==> config.mk <==
export PLATFORM = sky130hd
export DESIGN_NAME = pc_redirect_unit
export DESIGN_NICKNAME = d
export VERILOG_FILES = /design/src/rtl/pc_redirect_unit_pkg.sv /design/src/rtl/pc_redirect_perf.sv /design/src/rtl/pc_redirect_unit.sv
export SDC_FILE = /design/constraint.sdc
export NUM_CORES = 1
export LEC_CHECK = 0
export BUFFER_PORTS_ARGS = -buffer_cell sky130_fd_sc_hd__buf_4
export CAP_MARGIN = 10
export CORE_MARGIN = 3
export CORE_UTILIZATION = 50
export CTS_CLUSTER_SIZE = 20
export DETAILED_ROUTE_END_ITERATION = 10
export HOLD_SLACK_MARGIN = 0.08
export MAX_ROUTING_LAYER = met4
export PLACE_DENSITY = 0.93
export SYNTH_ARGS = -nofsm -noshare
export SYNTH_HDL_FRONTEND = slang
export SYNTH_SLANG_ARGS = --single-unit
==> constraint.sdc <==
create_clock -name clk -period 5.1 [get_ports clk]
set_input_delay 1.02 -clock clk [delete_from_list [all_inputs] [get_ports clk]]
set_output_delay 1.02 -clock clk [all_outputs]
set_load 0.005 [all_outputs]
==> src/rtl/pc_redirect_unit_pkg.sv <==
// rtl/pc_redirect_unit_pkg.sv - shared encodings and constants for the next-PC redirect unit
package pc_redirect_unit_pkg;

    typedef enum logic [1:0] {
        NT_PLUS4   = 2'b00,
        NT_BR_OK   = 2'b01,
        NT_MISPRED = 2'b10,
        NT_JUMP    = 2'b11
    } next_type_e;

    typedef enum logic [1:0] {
        ST_BOOT     = 2'b00,
        ST_RUN      = 2'b01,
        ST_REDIRECT = 2'b10
    } pc_state_e;

    localparam logic [31:0] RESET_PC_DEFAULT = 32'h0000_3000;

    // Sequential fetch address; wraps naturally at the top of the 32-bit space.
    function automatic logic [31:0] pc_plus4(input logic [31:0] pc_cur);
        return pc_cur + 32'd4;
    endfunction

    function automatic logic [31:0] sat_inc(input logic [31:0] cnt);
        return (cnt == 32'hFFFF_FFFF) ? cnt : cnt + 32'd1;
    endfunction

endpackage

==> src/rtl/pc_redirect_perf.sv <==
// rtl/pc_redirect_perf.sv - saturating event counters for mispredicts, jumps and taken ID predictions
module pc_redirect_perf
    import pc_redirect_unit_pkg::*;
(
    input  logic        clk,
    input  logic        rstn,
    input  logic        ev_mispred,
    input  logic        ev_jump,
    input  logic        ev_predict,
    output logic [31:0] mispredict_cnt,
    output logic [31:0] jump_cnt,
    output logic [31:0] predict_cnt
);

    always_ff @(posedge clk or negedge rstn) begin
        if (!rstn) begin
            mispredict_cnt <= 32'd0;
            jump_cnt       <= 32'd0;
            predict_cnt    <= 32'd0;
        end else begin
            if (ev_mispred) begin
                mispredict_cnt <= sat_inc(mispredict_cnt);
            end
            if (ev_jump) begin
                jump_cnt <= sat_inc(jump_cnt);
            end
            if (ev_predict) begin
                predict_cnt <= sat_inc(predict_cnt);
            end
        end
    end

endmodule

==> src/rtl/pc_redirect_unit.sv <==
// rtl/pc_redirect_unit.sv - fetch PC register, redirect FSM and IF/ID, ID/EX flush generation
// Optional performance counters are enabled with PC_REDIRECT_PERF_EN.
module pc_redirect_unit
    import pc_redirect_unit_pkg::*;
#(
    parameter logic [31:0] RESET_PC = RESET_PC_DEFAULT
) (
    input  logic        clk,
    input  logic        rstn,
    input  logic        stall,
    input  logic [1:0]  next_type,
    input  logic [31:0] idex_pc_plus4,
    input  logic [31:0] jump_target,
    input  logic        id_branch,
    input  logic [31:0] id_branch_target,
    input  logic        if_ready,
`ifdef PC_REDIRECT_PERF_EN
    output logic [31:0] mispredict_cnt,
    output logic [31:0] jump_cnt,
    output logic [31:0] predict_cnt,
`endif
    output logic [31:0] pc,
    output logic        if_valid,
    output logic        flush_ifid,
    output logic        flush_idex
);

    pc_state_e   state;
    pc_state_e   state_next;
    next_type_e  nt;
    logic        is_live;
    logic        advance;
    logic        take_mispred;
    logic        take_jump;
    logic        redirect;
    logic        take_predict;
    logic [31:0] pc_next;

    assign nt = next_type_e'(next_type);

    // Event decode. Nothing is in flight during BOOT, so EX decisions are ignored there.
    always_comb begin
        is_live      = (state != ST_BOOT);
        advance      = if_ready && !stall;
        take_mispred = is_live && (nt == NT_MISPRED);
        take_jump    = is_live && (nt == NT_JUMP);
        redirect     = take_mispred || take_jump;
        take_predict = (state == ST_RUN) && !redirect && id_branch && advance;
    end

    // Redirects bypass stall/if_ready: the outstanding fetch is wrong-path anyway.
    always_comb begin
        pc_next = pc;
        if (take_mispred) begin
            pc_next = idex_pc_plus4;
        end else if (take_jump) begin
            pc_next = jump_target;
        end else if (take_predict) begin
            pc_next = id_branch_target;
        end else if (is_live && advance) begin
            pc_next = pc_plus4(pc);
        end
    end

    always_ff @(posedge clk or negedge rstn) begin
        if (!rstn) begin
            pc <= RESET_PC;
        end else begin
            pc <= pc_next;
        end
    end

    always_ff @(posedge clk or negedge rstn) begin
        if (!rstn) begin
            state <= ST_BOOT;
        end else begin
            state <= state_next;
        end
    end

    always_comb begin
        state_next = state;
        case (state)
            ST_BOOT:     state_next = ST_RUN;
            ST_RUN:      state_next = redirect ? ST_REDIRECT : ST_RUN;
            ST_REDIRECT: state_next = redirect ? ST_REDIRECT : ST_RUN;
            default:     state_next = ST_BOOT;
        endcase
    end

    // if_valid depends on registered state only; flushes are Mealy on the same-cycle decision.
    always_comb begin
        if_valid   = (state == ST_RUN) || (state == ST_REDIRECT);
        flush_ifid = redirect || take_predict;
        flush_idex = redirect;
    end

`ifdef PC_REDIRECT_PERF_EN
    pc_redirect_perf u_perf (
        .clk            (clk),
        .rstn           (rstn),
        .ev_mispred     (take_mispred),
        .ev_jump        (take_jump),
        .ev_predict     (take_predict),
        .mispredict_cnt (mispredict_cnt),
        .jump_cnt       (jump_cnt),
        .predict_cnt    (predict_cnt)
    );
`endif

endmodule
After elaboration in Yosys (flattened, before gate mapping). Cells that the tools add are included.

Register bits after elaboration: 34. Word-level logic and storage cells: 29. Output and inout port bits: 35. Input bits: 103.

$add $sub $neg: 1. Reduce and logical (&&, ||, !) cells: 16. Multiplexer cells: 6. Equal/unequal tests: 4.

Operators with widths (number): 32-bit two-way mux (4); 32-bit by 3-bit adder with 32-bit output, second input constant (1); 1-bit logical AND (7); 2-bit equality test, second input constant (3); 2-bit one-hot mux with 2 select lines (1); 4-bit nonzero test (1); 1-bit logical OR (3); 2-bit by 1-bit equality test with 1-bit output, second input constant (1); 1-bit logical NOT (2); 2-bit logical NOT (1); 2-bit two-way mux (1); 2-bit nonzero test (1); 2-bit OR reduction (1).

Longest topological paths before layout.
Depth after elaboration: 10. Gate-level depth with buffers: 10. Gate-level depth less buffers: 9.

Least setup slack after synthesis. OpenSTA, ideal clock, no wires.

Path kind: input-to-output. Start point: in next_type[1]. End point: out flush_ifid. Data required time: 4.080 ns. Stages: 5. Setup slack: 2.333 ns. Data arrival time: 1.747 ns. Cell sequence: nand2b_1 -> inv_1 -> nor2_1 -> inv_1 -> clkbuf_1.

Cells in the longest elaborated chain, start to end: 8.

Ends and longest elaborated chain: start: declaration (RTL line pc_redirect_unit.sv:11) `input logic [1:0] next_type,`; 2-bit equality test (on tied branches) (RTL line pc_redirect_unit.sv:45, pc_redirect_unit.sv:46); 1-bit logical AND (on tied branches) (RTL line pc_redirect_unit.sv:45, pc_redirect_unit.sv:46); 1-bit logical OR (*) (RTL line pc_redirect_unit.sv:47) `redirect = take_mispred || take_jump;`; 1-bit logical NOT (RTL line pc_redirect_unit.sv:48) `take_predict = (state == ST_RUN) && !redirect && id_branch && advance;`; 1-bit logical AND (3 in series) (RTL line pc_redirect_unit.sv:48); 1-bit logical OR (*) (RTL line pc_redirect_unit.sv:94) `flush_ifid = redirect || take_predict;`; end: declaration (RTL line pc_redirect_unit.sv:24) `output logic flush_ifid,`.

Every way passes the cells marked *; elsewhere a longest branch is shown, timed or not.

Worst setup path in the final report. Same ends and word-level chain as after synthesis.

==> reports/metrics.cfg <==
[worst_setup_path]
critPathBufInv = 4
required_ns = 4.08
rr_endpoint = pc[30]
crit_fanout = 14
rrSetupSlack_ns = 2.25
crit_arrival_ns = 2.40
crit_family = buffers and inverters
slowest_stage = nor2_1
max_stage_delay_ns = 0.42
start_kind = input port
reg2reg_depth = 8
path_cells = buf_4 > nand2b_2 > inv_1 > nor2_1 > inv_1 > buf_4
worstSetupPathType = in -> out
worstReg2RegStart = state[0]
crit_path_end_kind = output port

[power_and_ir_drop]
switchingPower_mw = 0.833
p_per_area_nw_per_um2 = 476
leakage_nw = 1.78
clkPwrFrac_pct = 12.7
swShare_pct = 43.8
peakVddDrop_mv = 0.273
p_int_mw = 1.07
p_comb_share_pct = 54.1
seq_power_share_pct = 33.2

[logic_synthesis]
synth_edf_count = 0
synthTopCellsByArea = dfrtp_1, a21oi_1, mux2i_1, o21ai_0, nand2_1
syn_inst = 364
synth-seq-area-share_pct = 29.9
synth-main-ff-cell = dfrtp_1
yosys_register_bits = 34
synth.net_count = 471
synth_cell_type_count = 58
yosys_warnings = 0
syn_area_sq_um = 2860
synth_top_area_cell = dfrtp_1
synth_top_area_share_pct = 28.0
synth-async-reset-ratio_pct = 100
avgSynthCellArea_sq_um = 7.85

[sta]
whs_ns = 0.552
rsz0062_at_grt = no
min_period_ns = 3.42
fmax_ghz = 0.292
slew_viol_final = 0
setup_viol = 0
slew_headroom_pct = 23.7
fin_crit_sh_pct = 67.1
tns_ns = 0
finalClockSkew_ns = 0.00515
final_hold_viol_count = 0
tightest_slew_ns = 1.14

[die]
rows = 26
core_sq_um = 5300
initial_core_util_pct = 53.9
io_pins = 138
fp.dieW_um = 81.6
die_h_um = 81.6
dieArea_sq_um = 6660

[clocking]
post_cts_buffers = 0
clk-insertion-delay-late_ns = 0.29
htreeDepth = 2
ctsResizeCount = 0
cts_tree = done
cts_buffer_depth = 2
clockRootBuffer = clkbuf_8
path_clk_slew_ns = 0.07
cts_buffers = 5
cts_num_sinks = 34
ctsHoldBuffers = 0

[finish]
layout.nets = 590
final_cells = 554
antenna_cells = 0
layout_commonest_cell = buf_4
drive_gt1_share_pct = 33.1
fin_area_sq_um = 4000
areaGrowthSynthToFinish_pct = 39.9
layout_common_cells = buf_4, a21oi_1, dfrtp_1, nand2_1, nor2_1

[routing]
route.met3.wl_um = 970
drc_errors = 0
top_layer = met4
vias = 3526
wl_met2_mm = 4.83
drtIter0Drc = 315
wl_met1_mm = 3.88
via_per_inst = 6.36
wl_per_cell_um = 17.8
first_pass_iters = 5
ant_nets = 0
routed_wirelength_mm = 9.83

[place]
portBuffers = 137
gp_congestion = 0.885
placed_cell_area_sq_um = 3890
placed_cells = 546
dp_hpwl_mm = 7.22

[min_path]
hp-start = pc[1]
holdPathStages = 2
hold_path_class = reg -> reg
whs_endpoint = pc[1]

[global_route]
antenna_found_initial = 0
grt_use_total_pct = 30.2
grt_max_degree = 53
grt_pass1_wl_mm = 15.4
grt_overflow = 0
grt_pass1_vias = 3340

[flow_run]
cap_violations = 0

[outcome]
outcome = finished, final reports clean

==> final cells by class <==
type,count,area (sq um)
Timing Repair Buffer,139,1040
Sequential cell,34,853
Inverter,14,52.6
Multi-Input combinational cell,289,1850
Tap cell,70,87.6
Clock buffer,8,110
Fill cell,420,1310
==> synthesized netlist by cell type (6+ instances only) <==
cell	instances
a21oi_1	38
a221o_1	7
a31oi_1	10
and3_1	6
clkbuf_1	23
dfrtp_1	32
inv_1	14
mux2i_1	12
nand2_1	29
nand3_1	14
nand4_1	9
nor2_1	29
nor2b_1	11
nor3_1	6
nor4_1	6
o21ai_0	23
xor2_1	6
==> worst max path at each step <==
| stage | from | end | slack, ns | cells after the start |
|---|---|---|---|---|
| 3_3_place_gp | next_type[1] | flush_ifid | 1.81 | 6 |
| 3_5_place_dp | next_type[1] | flush_ifid | 1.74 | 6 |
| 6_report | next_type[1] | flush_ifid | 1.68 | 6 |
| 4_1_cts | next_type[1] | flush_ifid | 1.73 | 6 |
| 2_1_floorplan | next_type[1] | flush_ifid | 2.33 | 5 |
| 5_1_grt | next_type[1] | flush_ifid | 1.55 | 6 |
==> sequential cells by signal, summed over array words and instances, names as in the netlist <==
register / count
pc: 32
state: 2
==> worst min-delay path, delay by kind of cell (launching register included) <==
kind,cells,cell delay [ns]
flops,1,0.38
simple gates,1,0.06
compound gates,1,0.07
==> per-layer routing <==
metal,up-vias,global-route usage [%]
met5,-,-
met2,234,49.3
li1,1626,-
met4,0,9.63
met1,1639,38.6
met3,27,4.82
==> metrics by stage <==
stage	util (%)	total power, mW	setup slack (ns)
finish	75.4	1.90	1.68
global route	75.4	2.04	1.55
CTS	75.4	1.89	1.73
detailed placement	73.3	1.65	1.74
global placement	73.3	1.60	1.81
floorplan	-	1.19	2.33
==> cells by family (layout without fill, tap and decap cells) <==
logic type               Yosys count  count (layout)  share of synthesized area [%]
buffers and inverters             41             161                           5.69
XOR/XNOR                           9               9                           2.76
adder cells (fa/ha/maj)            4               4                           1.75
flip-flops                        34              34                           29.9
multiplexers                      14              14                           4.99
AO/OA/AOI/OAI                    130             130                           30.5
AND/OR/NAND/NOR                  132             132                           24.5
==> power by group through the flow <==
stage	Sequential (mW)	Combinational [mW]	Clock (mW)
6_report	0.633	1.03	0.242
5_1_grt	0.658	1.14	0.251
4_1_cts	0.623	1.03	0.240
3_5_place_dp	0.629	1.02	0
3_3_place_gp	0.620	0.979	0
2_1_floorplan	0.581	0.609	0
No activity file was read; power rests on OpenSTA's default activity.
